`src/rtl/ps2_pkg.sv`:
```
// ps2_pkg -- shared definitions for the PS/2 host transmitter and line sync.
//   ps2_state_e : transmitter FSM states
//   FRAME_EDGES : device clock falling edges in one host-to-device frame
//   DATA_BITS   : payload bits per frame
//   CMD_*       : common keyboard command bytes
//   odd_parity  : parity bit that makes the 9-bit {parity, data} word odd
package ps2_pkg;

    typedef enum logic [2:0] {
        IDLE      = 3'd0,
        INHIBIT   = 3'd1,
        RTS       = 3'd2,
        SHIFT     = 3'd3,
        WAIT_IDLE = 3'd4
    } ps2_state_e;

    localparam int FRAME_EDGES = 11;
    localparam int DATA_BITS   = 8;

    localparam logic [7:0] CMD_RESET   = 8'hFF;
    localparam logic [7:0] CMD_SET_LED = 8'hED;
    localparam logic [7:0] CMD_ENABLE  = 8'hF4;

    function automatic logic odd_parity(input logic [7:0] d);
        return ~^d;
    endfunction

endpackage

```
`src/rtl/ps2_line_sync.sv`:
```
// ps2_line_sync -- conditions the raw PS/2 pad levels for the host logic.
// Shared with the keyboard receiver.
//   clk_i        : system clock
//   rst_ni       : asynchronous active-low reset
//   ps2_clk_i    : raw PS/2 clock pad level
//   ps2_data_i   : raw PS/2 data pad level
//   clk_level_o  : conditioned clock level
//   data_level_o : synchronized data level
//   clk_fe_o     : one-cycle pulse on a conditioned clock falling edge
// Build option PS2_GLITCH_FILTER_EN: the synced clock must hold a new level
// for 4 consecutive cycles before it is accepted (fe latency 6 instead of 3).
module ps2_line_sync (
    input  logic clk_i,
    input  logic rst_ni,
    input  logic ps2_clk_i,
    input  logic ps2_data_i,
    output logic clk_level_o,
    output logic data_level_o,
    output logic clk_fe_o
);

    logic clk_meta_q, clk_sync_q;
    logic data_meta_q, data_sync_q;
    logic clk_level_q;
    logic fe_q;

    // Idle bus is high, so the synchronizers reset to 1 to avoid a false edge.
    always_ff @(posedge clk_i or negedge rst_ni) begin
        if (!rst_ni) begin
            clk_meta_q  <= 1'b1;
            clk_sync_q  <= 1'b1;
            data_meta_q <= 1'b1;
            data_sync_q <= 1'b1;
        end else begin
            clk_meta_q  <= ps2_clk_i;
            clk_sync_q  <= clk_meta_q;
            data_meta_q <= ps2_data_i;
            data_sync_q <= data_meta_q;
        end
    end

`ifdef PS2_GLITCH_FILTER_EN
    logic [1:0] stable_cnt_q;

    // Counts cycles where the synced clock disagrees with the accepted level;
    // the 4th disagreeing cycle commits the new level.
    always_ff @(posedge clk_i or negedge rst_ni) begin
        if (!rst_ni) begin
            clk_level_q  <= 1'b1;
            stable_cnt_q <= 2'd0;
            fe_q         <= 1'b0;
        end else if (clk_sync_q == clk_level_q) begin
            stable_cnt_q <= 2'd0;
            fe_q         <= 1'b0;
        end else if (stable_cnt_q == 2'd3) begin
            clk_level_q  <= clk_sync_q;
            stable_cnt_q <= 2'd0;
            fe_q         <= clk_level_q;
        end else begin
            stable_cnt_q <= stable_cnt_q + 2'd1;
            fe_q         <= 1'b0;
        end
    end
`else
    always_ff @(posedge clk_i or negedge rst_ni) begin
        if (!rst_ni) begin
            clk_level_q <= 1'b1;
            fe_q        <= 1'b0;
        end else begin
            clk_level_q <= clk_sync_q;
            fe_q        <= clk_level_q & ~clk_sync_q;
        end
    end
`endif

    assign clk_level_o  = clk_level_q;
    assign data_level_o = data_sync_q;
    assign clk_fe_o     = fe_q;

endmodule

```
`src/rtl/ps2_host_tx.sv`:
```
// ps2_host_tx -- PS/2 host-to-device command transmitter.
// Runs clock inhibit, request-to-send, 8 data bits LSB first, odd parity,
// stop, then samples the device ACK on the 11th device clock falling edge.
//   board_clk          : system clock
//   reset_n            : asynchronous active-low reset
//   tx_data/tx_valid   : command byte request, taken when tx_valid & tx_ready
//   tx_ready           : high in IDLE (except during the done cycle)
//   ps2_clk_in/data_in : raw pad levels
//   ps2_*_drive_low    : open-drain pull-down enables
//   rx_inhibit         : high while a transfer is in progress
//   done/ack_ok/err    : one-cycle completion pulse with result
// Build option PS2_GLITCH_FILTER_EN is handled inside ps2_line_sync.
module ps2_host_tx
    import ps2_pkg::*;
#(
    parameter int INHIBIT_CYCLES = 2500,
    parameter int TIMEOUT_CYCLES = 375000
) (
    input  logic       board_clk,
    input  logic       reset_n,
    input  logic [7:0] tx_data,
    input  logic       tx_valid,
    output logic       tx_ready,
    input  logic       ps2_clk_in,
    input  logic       ps2_data_in,
    output logic       ps2_clk_drive_low,
    output logic       ps2_data_drive_low,
    output logic       rx_inhibit,
    output logic       done,
    output logic       ack_ok,
    output logic       err
);

    localparam int MAX_CYCLES = (INHIBIT_CYCLES > TIMEOUT_CYCLES) ? INHIBIT_CYCLES : TIMEOUT_CYCLES;
    localparam int CNT_W      = $clog2(MAX_CYCLES + 1);
    localparam logic [CNT_W-1:0] INHIBIT_LAST = CNT_W'(INHIBIT_CYCLES - 1);
    localparam logic [CNT_W-1:0] TIMEOUT_LAST = CNT_W'(TIMEOUT_CYCLES - 1);
    localparam logic [CNT_W-1:0] CNT_ONE      = CNT_W'(1);

    logic clk_level, data_level, clk_fe;

    ps2_line_sync u_sync (
        .clk_i        (board_clk),
        .rst_ni       (reset_n),
        .ps2_clk_i    (ps2_clk_in),
        .ps2_data_i   (ps2_data_in),
        .clk_level_o  (clk_level),
        .data_level_o (data_level),
        .clk_fe_o     (clk_fe)
    );

    ps2_state_e       state_q;
    logic [8:0]       frame_q;     // {parity, data}, shifted right as bits go out
    logic [3:0]       edge_n_q;    // falling edges seen so far in SHIFT
    logic [CNT_W-1:0] cnt_q;       // inhibit length, then inter-edge timeout
    logic             released_q;  // RTS: clock line already released
    logic             ack_q;
    logic             clk_dl_q, data_dl_q;
    logic             done_q, ack_ok_q, err_q;

    logic timeout;
    assign timeout = (cnt_q == TIMEOUT_LAST);

    always_ff @(posedge board_clk or negedge reset_n) begin
        if (!reset_n) begin
            state_q    <= IDLE;
            frame_q    <= '0;
            edge_n_q   <= 4'd0;
            cnt_q      <= '0;
            released_q <= 1'b0;
            ack_q      <= 1'b0;
            clk_dl_q   <= 1'b0;
            data_dl_q  <= 1'b0;
            done_q     <= 1'b0;
            ack_ok_q   <= 1'b0;
            err_q      <= 1'b0;
        end else begin
            done_q   <= 1'b0;
            ack_ok_q <= 1'b0;
            err_q    <= 1'b0;
            case (state_q)
                IDLE: begin
                    if (tx_valid && tx_ready) begin
                        frame_q   <= {odd_parity(tx_data), tx_data};
                        state_q   <= INHIBIT;
                        clk_dl_q  <= 1'b1;
                        data_dl_q <= 1'b0;
                        cnt_q     <= '0;
                    end
                end
                // Our own clock hold-down produces an fe here; it is ignored.
                INHIBIT: begin
                    if (cnt_q == INHIBIT_LAST) begin
                        state_q    <= RTS;
                        data_dl_q  <= 1'b1;
                        released_q <= 1'b0;
                        cnt_q      <= '0;
                    end else begin
                        cnt_q <= cnt_q + CNT_ONE;
                    end
                end
                // First cycle keeps the clock low with data low (start bit);
                // after that the clock is released and we wait for the device.
                RTS: begin
                    if (!released_q) begin
                        clk_dl_q   <= 1'b0;
                        released_q <= 1'b1;
                        cnt_q      <= '0;
                    end else if (clk_fe) begin
                        state_q   <= SHIFT;
                        edge_n_q  <= 4'd1;
                        data_dl_q <= ~frame_q[0];
                        frame_q   <= {1'b0, frame_q[8:1]};
                        cnt_q     <= '0;
                    end else if (timeout) begin
                        state_q   <= IDLE;
                        clk_dl_q  <= 1'b0;
                        data_dl_q <= 1'b0;
                        done_q    <= 1'b1;
                        err_q     <= 1'b1;
                    end else begin
                        cnt_q <= cnt_q + CNT_ONE;
                    end
                end
                SHIFT: begin
                    if (clk_fe) begin
                        edge_n_q <= edge_n_q + 4'd1;
                        cnt_q    <= '0;
                        if (edge_n_q <= 4'(DATA_BITS)) begin
                            // Edges 2..9 put data bits 1..7 and then parity.
                            data_dl_q <= ~frame_q[0];
                            frame_q   <= {1'b0, frame_q[8:1]};
                        end else if (edge_n_q == 4'(FRAME_EDGES - 1)) begin
                            ack_q     <= ~data_level;
                            data_dl_q <= 1'b0;
                            state_q   <= WAIT_IDLE;
                        end else begin
                            data_dl_q <= 1'b0;  // stop bit: release data
                        end
                    end else if (timeout) begin
                        state_q   <= IDLE;
                        clk_dl_q  <= 1'b0;
                        data_dl_q <= 1'b0;
                        done_q    <= 1'b1;
                        err_q     <= 1'b1;
                    end else begin
                        cnt_q <= cnt_q + CNT_ONE;
                    end
                end
                WAIT_IDLE: begin
                    if (clk_level && data_level) begin
                        state_q  <= IDLE;
                        done_q   <= 1'b1;
                        ack_ok_q <= ack_q;
                        err_q    <= ~ack_q;
                    end else if (clk_fe) begin
                        cnt_q <= '0;
                    end else if (timeout) begin
                        state_q <= IDLE;
                        done_q  <= 1'b1;
                        err_q   <= 1'b1;
                    end else begin
                        cnt_q <= cnt_q + CNT_ONE;
                    end
                end
                default: begin
                    state_q   <= IDLE;
                    clk_dl_q  <= 1'b0;
                    data_dl_q <= 1'b0;
                end
            endcase
        end
    end

    // The done cycle is already in IDLE; hold off ready until it has passed.
    assign tx_ready           = (state_q == IDLE) && !done_q;
    assign rx_inhibit         = (state_q != IDLE);
    assign ps2_clk_drive_low  = clk_dl_q;
    assign ps2_data_drive_low = data_dl_q;
    assign done               = done_q;
    assign ack_ok             = ack_ok_q;
    assign err                = err_q;

endmodule
```
`config.mk`:
```
export PLATFORM = sky130hd
export DESIGN_NAME = ps2_host_tx
export DESIGN_NICKNAME = d
export VERILOG_FILES = /design/src/rtl/ps2_pkg.sv /design/src/rtl/ps2_line_sync.sv /design/src/rtl/ps2_host_tx.sv
export SDC_FILE = /design/constraint.sdc
export NUM_CORES = 1
export LEC_CHECK = 0
export CORE_AREA = 2 2 76 78
export DETAILED_ROUTE_END_ITERATION = 8
export DIE_AREA = 0 0 78 80
export GPL_TIMING_DRIVEN = 0
export PLACE_DENSITY_LB_ADDON = 0.1
export SLEW_MARGIN = 20
export SYNTH_ARGS = -nofsm -noshare
export SYNTH_HDL_FRONTEND = slang
export SYNTH_HIERARCHICAL = 1
export SYNTH_SLANG_ARGS = --single-unit
```
`constraint.sdc`:
```
create_clock -name board_clk -period 3 [get_ports board_clk]
set_input_delay 0.3 -clock board_clk [delete_from_list [all_inputs] [get_ports board_clk]]
set_output_delay 0.3 -clock board_clk [all_outputs]
set_load 0.01 [all_outputs]
```
# Word level (Yosys, flattened, before mapping)
# Cells that the tools add are included.
word_totals:
  reg_bits: 48
  latch_bits: 0
  ram_bits: 0
  mem_bits_ro: 0
  input_bits: 13
  output_inout_bits: 7
  word_cells: 117
  memories: 0
op_classes:
  addsub: 2
  n_mul: 0
  n_div: 0
  n_lt_le_gt_ge: 1
  eq_ne: 17
  shifts: 0
  muxes: 52
  bitwise_logic: 8
  n_reduce_logical: 20
op_table:
  columns: ["op", "n"]
  rows:
  - ["$mux 19", 6]
  - ["$pmux 19 s5", 1]
  - ["$mux 9", 5]
  - ["$mux 3", 10]
  - ["$pmux 9 s3", 1]
  - ["$add 19x1->19 const B", 1]
  - ["$eq 19x12->1 const B", 1]
  - ["$eq 19x19->1 const B", 1]
  - ["$mux 1", 19]
  - ["$pmux 3 s5", 1]
  - ["$mux 4", 3]
  - ["$reduce_and 4->1", 3]
  - ["$reduce_and 6->1", 2]
  - ["$ne 2x2->1 const B", 5]
  - ["$ne 3x3->1 const B", 3]
  - ["$pmux 4 s2", 1]
  - ["$reduce_xnor 8->1", 1]
  - ["$not 1->1", 7]
  - ["$eq 3x2->1 const B", 2]
  - ["$pmux 1 s3", 2]
  - ["$reduce_bool 3->1", 2]
  - ["$pmux 1 s5", 1]
  - ["$reduce_bool 5->1", 1]
  - ["$add 4x1->4 const B", 1]
  - ["15 further kinds", 20]

# Logic depth before layout (Yosys ltp)
depth:
  word_depth: 5
  depth_mapped: 10
  ltp_nobuf: 8

# Cells and area by module
# The synthesis kept the hierarchy.
modules_own_cells:
  columns: ["mod", "instances", "cells_each", "area_each_um2", "seq_area_each_um2"]
  rows:
  - ["ps2_host_tx", 1, 296, 2488.6, 1051.0]
  - ["ps2_line_sync", 1, 7, 170.2, 156.4]

# Worst setup path after synthesis
# OpenSTA, ideal clock, no wires.
synth_timing:
  kind: "register -> register"
  startpoint: "register cnt_q[0]"
  endpoint: "register state_q[1]"
  setup_ps: 125
  t_arrival_ps: 1986
  required_ps: 2875
  setup_slack_ps: 890
  stages_incl_launch_ff: 8
  path_buffers: 0
  synth_period_minus_slack_ps: 2110
  path_cell_list: "dfrtp_1 > ha_1 > nor4b_2 > nand4_2 > nor4_4 > nand2b_2 > a22o_1 > mux2_2"
synth_via:
  elab_chain_cells: 5
  word_cells_on_any_way: 11
  cone_classes: "3 x eq/ne; 7 x mux; 1 x reduce/logical"
synth_rtl:
  columns: ["element", "line", "rtl"]
  rows:
  - ["start: declaration", "ps2_host_tx.sv:55", "logic [CNT_W-1:0] cnt_q;"]
  - ["start signal: assignment", "ps2_host_tx.sv:99", "cnt_q <= cnt_q + CNT_ONE;"]
  - ["start signal: assignment", "ps2_host_tx.sv:122", "cnt_q <= cnt_q + CNT_ONE;"]
  - ["start signal: assignment", "ps2_host_tx.sv:147", "cnt_q <= cnt_q + CNT_ONE;"]
  - ["$eq 19x19->1", "ps2_host_tx.sv:62", "assign timeout = (cnt_q == TIMEOUT_LAST);"]
  - ["$mux 3", null, null]
  - ["$mux 3 (on tied branches) (2 in a row)", null, null]
  - ["$pmux 3 s5", null, null]
  - ["end signal: assignment", "ps2_host_tx.sv:66", "state_q <= IDLE;"]
  - ["end signal: assignment", "ps2_host_tx.sv:85", "state_q <= INHIBIT;"]
  - ["end signal: assignment", "ps2_host_tx.sv:94", "state_q <= RTS;"]
  - ["end: declaration", "ps2_host_tx.sv:52", "ps2_state_e state_q;"]
# Parallel ways exist; a longest one is shown, timed or not. The select of a mux whose other input is x is not followed.
# A chain may end at the register's enable or synchronous reset.

# Final worst setup path
layout_timing:
  startpoint: "register state_q[2]"
  endpoint: "output tx_ready"
layout_via:
  elab_chain_cells: 2
layout_rtl:
  columns: ["element", "line", "rtl"]
  rows:
  - ["$logic_not 3->1", "ps2_host_tx.sv:176", "assign tx_ready = (state_q == IDLE) && !done_q;"]
  - ["$logic_and 1x1->1", "ps2_host_tx.sv:176", null]
  - ["end: declaration", "ps2_host_tx.sv:23", "output logic tx_ready,"]
# Every way passes these cells.

==> metrics.md <==
| Metric | Value |
|---|---|
| Outcome | `finished with violations` |
| Failing checks | `negative hold slack` |
| Detailed Route Iter0 Violations | `179` |
| Critical Path Fanout Max | `10` |
| Post-CTS Hold Buffers | `0` |
| Setup violations, final | `0` |
| Most common cell after layout, fill and taps aside | `nand2_1` |
| Max Fclk | `388 MHz` |
| Router iterations before antenna repair | `4` |
| Worst r2r path cells | `7` |
| Starting Density | `about half` |
| Setup TNS | `0 ns` |
| Reg2Reg Setup Slack | `0.46 ns` |
| Unrepaired setup endpoints after global routing | `false` |
| Setup Skew | `about 0.0052 ns` |
| Mean number of vias per cell | `5.71` |
| Leakage | `1.29 nW` |
| Slew HR | `between 40 and 50%` |
| Clock transition at path regs | `0.09 ns` |
| DR vias | `2300` |
| Start point of the critical path | `state_q[2]` |
| Number of buffers added on ports | `19` |
| Highest-count cells in the layout ignoring fill and taps | `49 x nand2_1, 43 x dfrtp_1, 38 x nor2_1` |
| CTS Buf Count | `5` |
| Worst path required time | `2.70 ns` |
| Critical path endpoint category | `output port` |
| Initial antenna violation count | `0` |
| DRT antenna net count | `0` |
| Worst Hold Slack | `-0.00207 ns` |
| Yosys reg bits | `48` |
| Register area share after synthesis | `45.4%` |
| Peak supply drop | `0.208 mV` |
| RR Startpoint | `cnt_q[0]` |
| Global-route usage over all layers | `21.7%` |
| Final WS setup | `0.421 ns` |
| Final period utilization | `a little under nine tenths` |
| Main synth FF type | `dfrtp_1` |
| Wirelength per Cell | `approximately 15 um` |
| Root buffer cell | `clkbuf_8` |
| Nets@finish | `347` |
| Filler cells | `514` |
| Row count | `27` |
| Grt total ovfl | `0` |
| Final hold viol count | `1` |
| Vias in the first global route | `approximately 2200` |
| CP Data Arrival Time | `2.28 ns` |
| Final Max Tran Viols | `0` |
| Area post-placement | `approximately 3000 um2` |
| CTS Sinks | `48` |
| Netlist cell types | `48` |
| Worst reg2reg path endpoint | `state_q[1]` |
| ANT cells | `0` |
| CTS Buffer Depth | `2` |
| Syn. warnings | `6` |
| Postcts setup bufs | `0` |
| Final Wtd Congestion | `0.904` |
| Design area | `3090 um2` |
| Least-Margin Pin Slew | `0.821 ns` |
| Die height | `around 80 um` |
| Post-synthesis cell area | `2660 um2` |
| Post-Syn Nets | `320` |
| Max-cap violation count | `0` |
| Num ports | `20` |
| Pre-CTS setup slack | `0.523 ns` |
| First-pass GRT wire length | `10600 um` |
| Syn Area/Cell | `between 8 and 9 um2` |
| Largest net degree at the start of global routing | `26` |
| Min Tclk post-route | `about 2.6 ns` |
| Drt drc | `0` |
| Post-synth EDFFs | `0` |
| Path type of the worst setup path | `reg2out` |
| Fraction of layout cells with a size suffix above 1 | `7.85%` |
| PD cells | `398 nW/um2` |
| Synth Instances | `303` |
| Total power | `1.23 mW` |
| CTS tree | `yes` |
| Clock Latency Late Sink | `0.30 ns` |
| Hold Path Class | `in2async` |
| CORE AREA | `5410 um2` |
| Die ar. | `roughly 6200 um2` |
| H-tree levels | `2` |
| Die X-Extent | `78 um` |
| Async SR Flop Fraction | `100%` |
| Dpl hpwl | `4440 um` |
| Area Growth Syn to Fin | `16.1%` |
| Drt total wl | `about 6000 um` |
| Crit start category | `flip-flop` |
| Post-CTS Resized | `0` |
==> cell usage after synthesis (5+ instances only) <==
| cell type | n | area [um2] |
|---|---|---|
| nor2_1 | 38 | 143 |
| clkbuf_1 | 10 | 37.5 |
| a31oi_1 | 12 | 75.1 |
| xnor2_1 | 8 | 70.1 |
| nand3_1 | 16 | 80.1 |
| nand4_1 | 9 | 56.3 |
| dfrtp_1 | 43 | 1080 |
| nand2_1 | 49 | 184 |
| inv_1 | 11 | 41.3 |
| a21oi_1 | 14 | 70.1 |
| dfstp_2 | 5 | 131 |
| o21ai_0 | 18 | 90.1 |
| and3_1 | 5 | 31.3 |
| xor2_1 | 5 | 43.8 |
==> power breakdown <==
group	switching (mW)	internal [mW]
combinational	0.0285	0.0296
sequential	0.00307	0.653
clock	0.220	0.294
total	0.252	0.977
==> how the worst max path moves through the flow <==
stage / endpoint / slack, ns / depth (start not counted)
after floorplan: state_q[1] / 0.89 / 7
after global placement: cnt_q[14] / 0.25 / 1
after detailed placement: state_q[1] / 0.52 / 7
after CTS: tx_ready / 0.42 / 5
after global routing: tx_ready / 0.31 / 5
final: tx_ready / 0.42 / 5
==> critical path, stage by stage (launching register included) <==
cell and delay (ns):
dfrtp_1 0.37, clkbuf_1 0.19, clkbuf_1 0.27, or3_1 0.49, nor2_1 0.12, clkdlybuf4s50_1 0.54
==> per-stage QoR <==
step                std cells  util [%]
finish                    403      57.1
global route              403      57.1
floorplan                 303         -
global placement          394      54.4
detailed placement        395      54.8
CTS                       403      57.1
==> area by class of cell <==
cell class	count	area (um2)	area share, %
Timing Repair Buffer	20	213	6.89
Clock inverter	1	30.0	0.972
Buffer	11	41.3	1.34
Clock buffer	7	96.3	3.12
Sequential cell	48	1210	39.1
Inverter	11	41.3	1.34
Multi-Input combinational cell	233	1370	44.3
Tap cell	72	90.1	2.92
==> routing by layer <==
| metal | up-vias | track usage [%] | part of all wire, % |
|---|---|---|---|
| met5 | - | 0 | 0 |
| met4 | 0 | 8.07 | 1.6 |
| met3 | 8 | 2.71 | 3.7 |
| met2 | 54 | 33.6 | 45 |
| met1 | 1110 | 31.2 | 50 |
| li1 | 1128 | - | - |
==> cells by family after synthesis <==
| logic type | Yosys count | share of synthesized area (%) |
|---|---|---|
| DFF | 48 | 45.4 |
| muxes | 4 | 1.55 |
| xor gates and xnor gates | 13 | 4.28 |
| adders and majority gates | 4 | 1.88 |
| and+or+nand+nor | 145 | 27.4 |
| buffers and inverters | 22 | 3.11 |
| AOI/OAI and AO/OA | 67 | 16.3 |
==> state kept, by name, summed over array words and instances (netlist names) <==
name                 count
ack_ok                   1
ps2_data_drive_low       1
u_sync/clk_sync_q        1
ack_q                    1
edge_n_q                 4
u_sync/data_level_o      1
released_q               1
frame_q                  9
u_sync/clk_meta_q        1
err                      1
u_sync/clk_fe_o          1
u_sync/clk_level_o       1
ps2_clk_drive_low        1
u_sync/data_meta_q       1
done                     1
cnt_q                   19
state_q                  3
Note: power is estimated with default switching activity, not from simulation.
